## src/rtl/miriscv_irq_pkg.sv

```systemverilog
// Shared types and constants for the miriscv interrupt controller.
package miriscv_irq_pkg;

  localparam int MAX_IRQ        = 32;
  localparam int MCAUSE_INT_BIT = 31;

  typedef enum logic [1:0] {
    IDLE   = 2'd0,
    ARB    = 2'd1,
    ACTIVE = 2'd2,
    FINISH = 2'd3
  } irq_state_e;

  // Line-id width; a single-line controller still needs a 1-bit id.
  function automatic int id_width(input int n);
    return (n > 1) ? $clog2(n) : 1;
  endfunction

endpackage

```

## src/rtl/miriscv_irq_ctrl_if.sv

```systemverilog
// Bundle between the peripherals/core and the interrupt controller.
//
// Handshake: INT_o is a level request; once raised it stays high until the
// core drives INT_RST_i=1 while INT_o is high (one cycle is enough). The
// controller then drops INT_o, pulses int_fin_o for exactly one cycle to the
// served line, and only then may raise INT_o again. INT_RST_i while INT_o is
// low has no effect. mcause_o is valid whenever INT_o is high.
interface miriscv_irq_ctrl_if #(
  parameter int NUM_IRQ = 32
);
  import miriscv_irq_pkg::*;

  logic [NUM_IRQ-1:0] int_req_i;
  logic [NUM_IRQ-1:0] edge_mode_i;
  logic [MAX_IRQ-1:0] mie_i;
  logic               INT_RST_i;
  logic               INT_o;
  logic [31:0]        mcause_o;
  logic [NUM_IRQ-1:0] int_fin_o;

  // Requesting side (peripherals + core).
  modport master (
    output int_req_i, edge_mode_i, mie_i, INT_RST_i,
    input  INT_o, mcause_o, int_fin_o
  );

  // Controller side.
  modport slave (
    input  int_req_i, edge_mode_i, mie_i, INT_RST_i,
    output INT_o, mcause_o, int_fin_o
  );

endinterface

```

## src/rtl/miriscv_irq_arbiter.sv

```systemverilog
// Combinational arbiter: picks one eligible line, either lowest index first
// or lowest index at/after rr_ptr_i with wrap-around.
module miriscv_irq_arbiter
  import miriscv_irq_pkg::*;
#(
  parameter  int NUM_IRQ     = 32,
  parameter  int ROUND_ROBIN = 0,
  localparam int ID_W        = id_width(NUM_IRQ)
) (
  input  logic [NUM_IRQ-1:0] eligible_i,
  input  logic [ID_W-1:0]    rr_ptr_i,
  output logic               valid_o,
  output logic [ID_W-1:0]    id_o
);

  logic [NUM_IRQ-1:0] upper;
  int                 start;

  // Split eligible into lines at/after the start point; search those first,
  // then fall back to the whole vector, which gives the wrap-around order.
  always_comb begin
    start   = (ROUND_ROBIN != 0) ? int'(rr_ptr_i) : 0;
    upper   = '0;
    valid_o = 1'b0;
    id_o    = '0;
    for (int i = 0; i < NUM_IRQ; i++) begin
      upper[i] = eligible_i[i] && (i >= start);
    end
    for (int i = 0; i < NUM_IRQ; i++) begin
      if (!valid_o && upper[i]) begin
        valid_o = 1'b1;
        id_o    = ID_W'(i);
      end
    end
    for (int i = 0; i < NUM_IRQ; i++) begin
      if (!valid_o && eligible_i[i]) begin
        valid_o = 1'b1;
        id_o    = ID_W'(i);
      end
    end
  end

endmodule

```

## src/rtl/miriscv_irq_ctrl.sv

```systemverilog
// miriscv interrupt controller: per-line edge/level capture, mie masking,
// arbitration and the INT / mcause / INT_RST handshake with the core.
module miriscv_irq_ctrl
  import miriscv_irq_pkg::*;
#(
  parameter  int NUM_IRQ      = 32,
  parameter  int ROUND_ROBIN  = 0,
  parameter  int CAUSE_OFFSET = 16,
  localparam int ID_W         = id_width(NUM_IRQ)
) (
  input  logic                     clk_i,
  input  logic                     rst_i,
  miriscv_irq_ctrl_if.slave        bus,
  output irq_state_e               state_o
);

  irq_state_e         state_q;
  logic [NUM_IRQ-1:0] req_q;
  logic [NUM_IRQ-1:0] pending_q;
  logic [NUM_IRQ-1:0] pending_d;
  logic [NUM_IRQ-1:0] rise;
  logic [NUM_IRQ-1:0] eligible;
  logic [NUM_IRQ-1:0] fin_onehot;
  logic [NUM_IRQ-1:0] fin_q;
  logic [ID_W-1:0]    irq_id_q;
  logic [ID_W-1:0]    rr_ptr_q;
  logic [ID_W-1:0]    rr_next;
  logic [ID_W-1:0]    arb_id;
  logic               arb_valid;
  logic               int_q;
  logic [31:0]        mcause_q;
  logic [31:0]        arb_cause;
  logic               unused_mie;

  // mie bits above NUM_IRQ have no line behind them.
  assign unused_mie = ^bus.mie_i;

  assign rise     = bus.int_req_i & ~req_q;
  assign eligible = pending_q & bus.mie_i[NUM_IRQ-1:0];
  assign rr_next  = (irq_id_q == ID_W'(NUM_IRQ - 1)) ? '0 : irq_id_q + 1'b1;
  assign arb_cause = (32'(CAUSE_OFFSET) + 32'(arb_id)) | (32'd1 << MCAUSE_INT_BIT);

  miriscv_irq_arbiter #(
    .NUM_IRQ     (NUM_IRQ),
    .ROUND_ROBIN (ROUND_ROBIN)
  ) u_arbiter (
    .eligible_i (eligible),
    .rr_ptr_i   (rr_ptr_q),
    .valid_o    (arb_valid),
    .id_o       (arb_id)
  );

  // Next pending vector: edge lines accumulate rising edges, level lines
  // follow the input; the served edge line is cleared in FINISH unless it
  // sees a fresh edge in that same cycle.
  always_comb begin
    pending_d  = pending_q;
    fin_onehot = '0;
    for (int i = 0; i < NUM_IRQ; i++) begin
      fin_onehot[i] = (ID_W'(i) == irq_id_q);
      if (bus.edge_mode_i[i]) begin
        if (state_q == FINISH && ID_W'(i) == irq_id_q) begin
          pending_d[i] = rise[i];
        end else begin
          pending_d[i] = pending_q[i] | rise[i];
        end
      end else begin
        pending_d[i] = bus.int_req_i[i];
      end
    end
  end

  // Request sampling and pending capture.
  always_ff @(posedge clk_i) begin
    if (rst_i) begin
      req_q     <= '0;
      pending_q <= '0;
    end else begin
      req_q     <= bus.int_req_i;
      pending_q <= pending_d;
    end
  end

  // Service FSM with registered INT / mcause / completion outputs.
  always_ff @(posedge clk_i) begin
    if (rst_i) begin
      state_q  <= IDLE;
      irq_id_q <= '0;
      rr_ptr_q <= '0;
      int_q    <= 1'b0;
      mcause_q <= '0;
      fin_q    <= '0;
    end else begin
      fin_q <= '0;
      case (state_q)
        IDLE: begin
          if (|eligible) state_q <= ARB;
        end
        ARB: begin
          if (arb_valid) begin
            state_q  <= ACTIVE;
            irq_id_q <= arb_id;
            int_q    <= 1'b1;
            mcause_q <= arb_cause;
          end else begin
            state_q <= IDLE;
          end
        end
        ACTIVE: begin
          if (bus.INT_RST_i) begin
            state_q <= FINISH;
            int_q   <= 1'b0;
            fin_q   <= fin_onehot;
          end
        end
        FINISH: begin
          rr_ptr_q <= rr_next;
          mcause_q <= '0;
          state_q  <= IDLE;
        end
        default: begin
          state_q <= IDLE;
        end
      endcase
    end
  end

  assign bus.INT_o     = int_q;
  assign bus.mcause_o  = mcause_q;
  assign bus.int_fin_o = fin_q;
  assign state_o       = state_q;

endmodule

```

## src/flat_wrapper.sv

```systemverilog
// flat-port wrapper written by rule: the top's interface ports become plain ports
module miriscv_irq_ctrl_flat import miriscv_irq_pkg::*;
#(
  parameter  int NUM_IRQ      = 32,
  parameter  int ROUND_ROBIN  = 0,
  parameter  int CAUSE_OFFSET = 16,
  localparam int ID_W         = id_width(NUM_IRQ)
)
  (clk_i, rst_i, state_o, bus_int_req_i, bus_edge_mode_i, bus_mie_i, bus_INT_RST_i, bus_INT_o, bus_mcause_o, bus_int_fin_o);
  miriscv_irq_ctrl_if #(.NUM_IRQ(NUM_IRQ)) bus_i ();
  input  logic clk_i;
  input  logic rst_i;
  output irq_state_e state_o;
  input wire logic [$bits(bus_i.int_req_i)-1:0] bus_int_req_i;
  input wire logic [$bits(bus_i.edge_mode_i)-1:0] bus_edge_mode_i;
  input wire logic [$bits(bus_i.mie_i)-1:0] bus_mie_i;
  input wire logic [$bits(bus_i.INT_RST_i)-1:0] bus_INT_RST_i;
  output wire logic [$bits(bus_i.INT_o)-1:0] bus_INT_o;
  output wire logic [$bits(bus_i.mcause_o)-1:0] bus_mcause_o;
  output wire logic [$bits(bus_i.int_fin_o)-1:0] bus_int_fin_o;
  assign bus_i.int_req_i = bus_int_req_i;
  assign bus_i.edge_mode_i = bus_edge_mode_i;
  assign bus_i.mie_i = bus_mie_i;
  assign bus_i.INT_RST_i = bus_INT_RST_i;
  assign bus_INT_o = bus_i.INT_o;
  assign bus_mcause_o = bus_i.mcause_o;
  assign bus_int_fin_o = bus_i.int_fin_o;
  miriscv_irq_ctrl #(.NUM_IRQ(NUM_IRQ), .ROUND_ROBIN(ROUND_ROBIN), .CAUSE_OFFSET(CAUSE_OFFSET)) u_core (.clk_i(clk_i), .rst_i(rst_i), .bus(bus_i), .state_o(state_o));
endmodule
```

## config.mk

```make
export PLATFORM = sky130hd
export DESIGN_NAME = miriscv_irq_ctrl_flat
export DESIGN_NICKNAME = d
export VERILOG_FILES = /design/src/rtl/miriscv_irq_pkg.sv /design/src/rtl/miriscv_irq_ctrl_if.sv /design/src/rtl/miriscv_irq_arbiter.sv /design/src/rtl/miriscv_irq_ctrl.sv /design/src/flat_wrapper.sv
export SDC_FILE = /design/constraint.sdc
export NUM_CORES = 1
export LEC_CHECK = 0
export BUFFER_PORTS_ARGS = -buffer_cell sky130_fd_sc_hd__buf_2
export CAP_MARGIN = 5
export CORE_ASPECT_RATIO = 1.5
export CORE_MARGIN = 3
export CORE_UTILIZATION = 54
export DETAILED_ROUTE_END_ITERATION = 7
export PLACE_DENSITY_LB_ADDON = 0.05
export SYNTH_ARGS = -nofsm -noshare
export SYNTH_HDL_FRONTEND = slang
export SYNTH_HIERARCHICAL = 1
export SYNTH_SLANG_ARGS = --single-unit
```

## constraint.sdc

```tcl
create_clock -name clk_i -period 5.81 [get_ports clk_i]
set_input_delay 0.2905 -clock clk_i [delete_from_list [all_inputs] [get_ports clk_i]]
set_output_delay 0.2905 -clock clk_i [all_outputs]
set_load 0.01 [all_outputs]
```

==> results of run 1 <==
## worst paths after layout
path / startpoint / to / slack, ns / cells after the start
worst min-delay path: bus_edge_mode_i[23] / u_core/pending_q[23]$_SDFF_PP0_ / 0.19 / 3
worst max-delay path: u_core/pending_q[1]$_SDFF_PP0_ / u_core/bus.mcause_o[5]$_SDFFE_PP0P_ / 3.30 / 8
worst min register to register: u_core/pending_q[26]$_SDFF_PP0_ / u_core/pending_q[26]$_SDFF_PP0_ / 0.45 / 2
worst max register to register: u_core/pending_q[1]$_SDFF_PP0_ / u_core/bus.mcause_o[5]$_SDFFE_PP0P_ / 3.30 / 8
## tightest hold or removal path, delay by kind of cell
family          cells  cell delay [ns]
buf+inv             1             0.10
compound gates      1             0.05
simple gates        1             0.06
## power breakdown
part	leakage, nW	switching (mW)	total, mW	internal, mW
Clock	0.151	0.307	0.616	0.309
Combinational	1.44	0.142	0.240	0.0987
Sequential	0.914	0.0253	0.829	0.804
Total	2.51	0.474	1.68	1.21
## routing by layer
layer  GRT usage  part of all wire
met2       0.474              0.54
met5           0                 0
met4       0.127             0.032
met3      0.0556             0.051
met1       0.283              0.37
## sequential cells by signal, summed over array words and instances, names as in the netlist, named ones only
name,count
u_core/state_o,1
u_core/req_q,32
u_core/bus.int_fin_o,32
u_core/bus.INT_o,1
u_core/irq_id_q,5
u_core/pending_q,32
u_core/bus.mcause_o,7
## through the flow
step                power (mW)  setup WS (ns)
finish                    1.68           3.30
global route              1.76           3.10
CTS                       1.69           3.30
detailed placement        1.08           3.25
global placement          1.08           3.36
floorplan                 1.01           3.64
## final cells by class
cell class	count	share of cell area
Clock buffer	9	0.0398
Clock inverter	7	0.0148
Inverter	10	0.00664
Multi-Input combinational cell	428	0.397
Sequential cell	111	0.393
Tap cell	105	0.0232
Timing Repair Buffer	141	0.125
==> run_results.csv, run 1 <==
group,metric,value,unit
layout,ff_latch_area,2220,um2
timing,relSlewSlack,0.465,
routing,ant_nets,0,
clock_network,clk_pin_slew_worst_paths,0.08,ns
power,p_leak,2.51,nW
worst_setup_path,arrival,2.77,ns
grt,overflow,0,
power,ir_drop,0.222,mV
synth,yosysWarnings,6,
clock_network,cts_sinks,111,
routing,vias,4130,
worst_setup_path,crit_chain,"and2_1 > or4_4 > nand2b_4 > nor4_4 > nand3_1 > o21ai_0 > nand2_1 > a21oi_1",
worst_setup_path,setup.worst_path.start_class,"flop",
layout,areaGrowthSynthToFinish,21.2,%
timing,setup_tns,0,ns
worst_hold_path,hp-class,"in -> reg",
clock_network,tritoncts,"built",
floorplanning,design.core.area,8210,um2
synth,syn_area,4660,um2
routing,dr.pass1.iters,4,
timing,fin_hold_ws,0.193,ns
clock_network,root_buffer,"clkbuf_16",
layout,final_core_util,0.689,
timing,maxSlewViolCount,0,
floorplanning,die-width,81.9,um
clock_network,ctsHoldBuffers,0,
grt,antenna_found_initial,0,
clock_network,ctsResizeCount,0,
worst_setup_path,critical-path-max-stage-delay,0.56,ns
synth,syn-instance-count,567,
layout,drive_gt1_frac,0.245,
power,powerDensity,298,nW/um2
grt,grt_pass1_wl,19.5,mm
placed_design,port_buffers,140,
timing,rsz0062_at_grt,"false",
layout,nFillCells,722,
floorplanning,rows,40,
timing,clock.fmax,399,MHz
timing,skew,0.0115,ns
routing,detail_route.wl_per_cell,15.5,um
worst_setup_path,critPathMaxFanout,6,
grt,grt_pass1_vias,4045,
timing,finalSetupViolCount,0,
floorplanning,start_util,0.568,
layout,antenna_cells,0,
placed_design,place.gp.congestion,0.908,
worst_setup_path,cp_slowest_cell,"or4_4",
run_status,outcome,"finished clean",
floorplanning,ios,166,
layout,final_common_cell,"buf_2",
layout,final_cells,811,
routing,drc_errors,0,
floorplanning,die_area,9810,um2
worst_setup_path,path_buf_inv,0,
timing,hold_viol,0,
timing,timing.final.crit_share,0.431,
timing,final.min_clock_period,2.51,ns
clock_network,cts_buffers,9,
placed_design,detailed_place.area,5340,um2
grt,grt_max_degree,81,
routing,wirelength,12.6,mm
timing,tightest_slew,0.802,ns
synth,syn_avg_cell_area,8.23,um2
floorplanning,fp.dieH,120,um
worst_setup_path,end_kind,"flop",
clock_network,htree_levels,3,
routing,viasPerCell,5.09,
job,cap_violations,0,
layout,multi_input_area,2240,um2
layout,final_cell_area,5650,um2
worst_setup_path,crit_type,"reg -> reg",
worst_setup_path,critical_path_required,6.07,ns
worst_setup_path,cp_top_family,"simple AND/OR/NAND/NOR gates",
placed_design,hpwlAfterDp,9.75,mm
clock_network,clock_latency,0.35,ns
routing,drtIter0Drc,257,
layout,finalNetCount,806,
clock_network,cts_buffer_depth,2,
placed_design,post-place-cells,795,
layout,layout_common_cells,"buf_2 (140), nand2_1 (130), dfxtp_1 (111), nor2_1 (76), nor2b_1 (36)",
clock_network,cts_setup_buffers,0,
grt,grtUsageTotal,0.264,
Note: power is estimated with default switching activity, not from simulation.
==> inputs of run 2 (changes only) <==
CORE_UTILIZATION = 45   (was 54)
clock period = 2.2 ns   (was 5.81 ns; I/O delays follow)
==> run 2 against run 1 <==
  * Non-clock buffer count grew 28
  * Cell count grew 4.7%
  * Clock skew shrank 0.0025 ns
  * Sequential cell count is the same
  * Utilization shrank 8.2 points
  * Largest power group unchanged
  * Maximum frequency grew 14%
  * The flow now finishes with violations (negative setup slack)
==> run_results.csv, run 2 (synthesis gave the netlist of run 1 again) <==
group,metric,value,unit
power,p_seq_frac,0.478,
routing,drtIter0Drc,142,
clock_network,tritoncts,"built",
layout,areaGrowthSynthToFinish,28.9,%
floorplanning,die_area,11600,um2
timing,clock.fmax,454,MHz
power,combPwrFrac,0.172,
placed_design,hpwlAfterDp,10.6,mm
worst_setup_path,crit_type,"reg -> reg",
worst_setup_path,critical_path_required,2.47,ns
routing,viasPerCell,4.96,
worst_setup_path,cp_top_family,"simple AND/OR/NAND/NOR gates",
floorplanning,design.core.area,9910,um2
routing,dr.pass1.iters,4,
clock_network,htree_levels,3,
timing,timing.final.crit_share,1.00,
power,p_leak,2.71,nW
floorplanning,die-width,89.1,um
routing,vias,4214,
run_status,outcome,"finished, violations left",
clock_network,cts_buffers,9,
timing,fin_ws,-0.00467,ns
layout,layout_common_cells,"buf_2 (140), nand2_1 (121), dfxtp_1 (109), nor2_1 (76), nor2b_1 (35)",
timing,tightest_slew,0.612,ns
timing,finalSetupViolCount,3,
worst_setup_path,arrival,2.47,ns
timing,hold_viol,0,
worst_setup_path,crit_chain,"and2_4 > or4_4 > nand2b_4 > nor4_4 > buf_4 > nand3_4 > nor2b_4 > nand2_2 > buf_6 > nand2_1 > a21oi_1",
job,cap_violations,0,
grt,grtUsageTotal,0.235,
worst_setup_path,critPathMaxFanout,6,
timing,maxSlewViolCount,0,
worst_setup_path,cp_slowest_cell,"or4_4",
layout,antenna_cells,0,
power,p_sw_frac,0.285,
routing,ant_nets,0,
worst_hold_path,hp-class,"in -> reg",
layout,nFillCells,968,
clock_network,root_buffer,"clkbuf_16",
worst_setup_path,critical-path-max-stage-delay,0.53,ns
clock_network,clock_latency,0.34,ns
timing,setup_tns,-0.00734,ns
run_status,violations,"negative setup slack",
worst_setup_path,setup.worst_path.start_class,"flop",
timing,rsz0062_at_grt,"true",
timing,skew,0.00900,ns
power,p_switching,1.30,mW
power,clkPwrFrac,0.349,
power,powerDensity,762,nW/um2
layout,drive_gt1_frac,0.308,
layout,finalNetCount,834,
clock_network,cts_buffer_depth,2,
floorplanning,ios,166,
floorplanning,start_util,0.471,
grt,overflow,0,
layout,final_common_cell,"buf_2",
clock_network,ctsHoldBuffers,0,
routing,drc_errors,0,
grt,grt_pass1_vias,4078,
worst_setup_path,end_kind,"flop",
layout,final_cell_area,6010,um2
grt,grt_pass1_wl,20.4,mm
power,p_int,3.27,mW
floorplanning,fp.dieH,131,um
timing,fin_hold_ws,0.0167,ns
worst_setup_path,path_buf_inv,2,
placed_design,port_buffers,140,
power,ir_drop,0.499,mV
timing,relSlewSlack,0.591,
timing,final.min_clock_period,2.20,ns
grt,antenna_found_initial,0,
placed_design,detailed_place.area,5560,um2
grt,grt_max_degree,80,
clock_network,cts_sinks,111,
placed_design,place.gp.congestion,0.898,
clock_network,clk_pin_slew_worst_paths,0.08,ns
routing,wirelength,13.6,mm
placed_design,pre_cts_slack,-0.0255,ns
routing,detail_route.wl_per_cell,16.0,um
floorplanning,rows,44,
run 2: cell types whose count changed in the layout (fill, tap and decap cells not counted), moves of 3 or more:
cell     delta
a21oi_1     -3
a21oi_2     +3
and2_1      -5
and2_4      +5
buf_4      +26
nand2_1     -9
nand2_2     +4
nand2_4     +5
run 2: routing by layer:
layer | vias to the layer above | share of wire | global-route usage
met5 | - | 0 | 0
met4 | 0 | 0.0084 | 0.0640
met3 | 6 | 0.045 | 0.0414
met2 | 115 | 0.56 | 0.440
met1 | 1945 | 0.39 | 0.268
li1 | 2148 | - | -
run 2: final timing paths:
check                                                     start                              end  slack [ns]  cells past startpoint
worst max register to register   u_core/pending_q[0]$_SDFF_PP0_  u_core/irq_id_q[1]$_SDFFE_PP0P_      -0.005                     11
worst max-delay path             u_core/pending_q[0]$_SDFF_PP0_  u_core/irq_id_q[1]$_SDFFE_PP0P_      -0.005                     11
worst min register to register  u_core/pending_q[27]$_SDFF_PP0_  u_core/pending_q[27]$_SDFF_PP0_        0.45                      2
worst min-delay path                         bus_edge_mode_i[4]   u_core/pending_q[4]$_SDFF_PP0_        0.02                      3
run 2: what timing repair did:
action,in CTS,in global routing
endpoints found under the hold margin,0,0
setup buffers,0,2
setup endpoints to repair,10,14
pin swaps,9,13
resized for setup,9,26
run 2: per-stage QoR:
step	util	power, mW	cells
final	0.607	4.58	849
after global routing	0.607	4.80	849
after CTS	0.594	4.56	847
after detailed placement	0.561	2.95	831
after global placement	0.561	2.93	831
after floorplan	-	2.67	591
run 2: power by group through the flow:
stage                     Combinational [mW]  Clock [mW]  Sequential [mW]
final                                  0.789        1.60             2.19
after global routing                   0.873        1.72             2.20
after CTS                              0.734        1.64             2.19
after detailed placement               0.716           0             2.23
after global placement                 0.705           0             2.23
after floorplan                        0.446           0             2.22
run 2: worst min-delay path, cell delays in order:
cell and delay, ns:
buf_2 0.10, nand2_1 0.05, o31ai_1 0.05
run 2: layout make-up:
type | instances | area [um2] | share of cell area
clock inverter | 7 | 72.6 | 0.0121
timing repair buffer | 169 | 935 | 0.155
sequential | 111 | 2220 | 0.370
inverter | 10 | 37.5 | 0.00624
tap | 115 | 144 | 0.0239
multi-input combinational | 428 | 2370 | 0.395
clock buffer | 9 | 225 | 0.0375
==> inputs of run 3 (changes only) <==
CORE_UTILIZATION = 40   (was 45)
==> run 3 against run 2 <==
  * Clock skew grew 0.0015 ns
  * Combinational power shrank 4.2%
  * Clock power grew 7%
  * Highest routed layer unchanged
  * First-iteration DRC count grew 52%
  * Largest power group unchanged
  * Clock-buffer cell count is the same
  * Cell count grew 4.0%
  * The run now ends clean
  * Critical endpoint is now u_core/bus.mcause_o[2]$_SDFFE_PP0P_
  * Sequential share of layout area shrank 0.20 points
==> run_results.csv, run 3 (synthesis gave the netlist of run 1 again) <==
group,metric,value,unit
run_status,outcome,"finished clean",
floorplanning,rows,47,
timing,skew,0.0105,ns
clock_network,htree_levels,3,
floorplanning,ios,166,
layout,antenna_cells,0,
worst_setup_path,startpoint,"u_core/pending_q[3]$_SDFF_PP0_",
grt,overflow,0,
floorplanning,design.core.area,11200,um2
grt,grt_pass1_vias,4207,
timing,clock.fmax,460,MHz
timing,relSlewSlack,0.435,
layout,finalNetCount,836,
placed_design,port_buffers,140,
worst_setup_path,critPathMaxFanout,5,
floorplanning,die-width,94.2,um
worst_setup_path,end_kind,"flop",
grt,grt_pass1_wl,21.4,mm
worst_setup_path,arrival,2.38,ns
clock_network,cts_buffers,9,
routing,drc_errors,0,
routing,ant_nets,0,
layout,areaGrowthSynthToFinish,29.7,%
grt,grt_max_degree,80,
layout,final_cell_area,6050,um2
timing,maxSlewViolCount,0,
placed_design,place.gp.congestion,0.864,
power,ir_drop,0.495,mV
clock_network,cts_sinks,111,
placed_design,detailed_place.area,5590,um2
timing,setup_tns,0,ns
clock_network,cts_buffer_depth,2,
floorplanning,die_area,13000,um2
routing,vias,4224,
worst_hold_path,hold_depth,3,
worst_setup_path,critical_path_required,2.40,ns
worst_setup_path,r2r_start,"u_core/pending_q[3]$_SDFF_PP0_",
grt,grtUsageTotal,0.214,
worst_hold_path,min_from,"bus_edge_mode_i[7]",
timing,timing.final.crit_share,0.989,
layout,drive_gt1_frac,0.306,
routing,viasPerCell,4.78,
worst_setup_path,setup.worst_path.start_class,"flop",
power,p_leak,2.70,nW
routing,detail_route.wl_per_cell,15.9,um
floorplanning,start_util,0.415,
routing,wirelength,14.1,mm
worst_setup_path,reg2reg_depth,9,
placed_design,hpwlAfterDp,11.1,mm
floorplanning,fp.dieH,138,um
layout,final_common_cell,"buf_2",
timing,finalSetupViolCount,0,
clock_network,tritoncts,"built",
clock_network,root_buffer,"clkbuf_16",
timing,final.min_clock_period,2.18,ns
layout,layout_common_cells,"buf_2 (140), nand2_1 (123), dfxtp_1 (107), nor2_1 (76), nor2b_1 (35)",
job,cap_violations,0,
power,powerDensity,772,nW/um2
clock_network,clock_latency,0.36,ns
timing,tightest_slew,0.847,ns
timing,hold_viol,0,
timing,rsz0062_at_grt,"true",
routing,drtIter0Drc,216,
grt,antenna_found_initial,0,
routing,dr.pass1.iters,4,
worst_hold_path,hp-class,"in -> reg",
worst_setup_path,crit_type,"reg -> reg",
timing,fin_hold_ws,0.00960,ns
clock_network,clk_pin_slew_worst_paths,0.08,ns
run 3: changes by cell type in the layout (fill, tap and decap cells not counted), sizes merged:
cell,delta
dlygate4sd3,+3
inv,+3
clkinv,-3
buf,-1
run 3: timing repair:
item / in CTS / in global routing
hold buffers: 3 / 0
setup endpoints to repair: 11 / 14
endpoints found under the hold margin: 3 / 0
pin swaps: 7 / 2
buffers inserted: 1 / 0
resized for setup: 19 / 11
run 3: layout make-up:
class                      instances  area [um2]
inverter                          10        37.5
timing repair buffer             171         945
clock inverter                     7        96.3
clock buffer                       9         225
sequential                       111        2230
fill                            1107        5180
tap                              147         184
multi-input combinational        428        2340
run 3: metrics by stage:
step / power [mW] / cells / setup WS, ns / utilization
2_1_floorplan: 2.67 / 591 / 0.0310 / -
3_3_place_gp: 2.93 / 863 / -0.0539 / 0.498
3_5_place_dp: 2.94 / 863 / -0.112 / 0.498
4_1_cts: 4.69 / 883 / -0.0588 / 0.534
5_1_grt: 4.88 / 883 / -0.0607 / 0.539
6_report: 4.67 / 883 / 0.0243 / 0.539
run 3: worst max-delay path: stages, from the launching register on:
cell and delay (ns):
dfxtp_2 0.33, and2_4 0.13, or4_4 0.53, nand2b_4 0.17, nor4_4 0.23, nand3_2 0.14
nor2b_4 0.16, and2_4 0.20, nand2_2 0.09, a21oi_1 0.06
run 3: worst paths after layout:
check / slack (ns) / to
hold reg to reg: 0.45 / u_core/bus.mcause_o[2]$_SDFFE_PP0P_
hold / removal: 0.01 / u_core/pending_q[7]$_SDFF_PP0_
setup / recovery: 0.02 / u_core/bus.mcause_o[2]$_SDFFE_PP0P_
setup reg to reg: 0.02 / u_core/bus.mcause_o[2]$_SDFFE_PP0P_
run 3: where the power goes:
group          switching, mW  internal, mW  total [mW]
sequential            0.0746          2.12        2.20
clock                  0.874         0.846        1.72
combinational          0.422         0.334       0.756
total                   1.37          3.30        4.67
run 3: routing by layer:
metal  global-route usage  up-vias  routed length, um
li1                     -     2145                  -
met2                0.403      114               7790
met5                    0        -                  0
met1                0.236     1949               5190
met3               0.0386       16                763
met4               0.0677        0                325
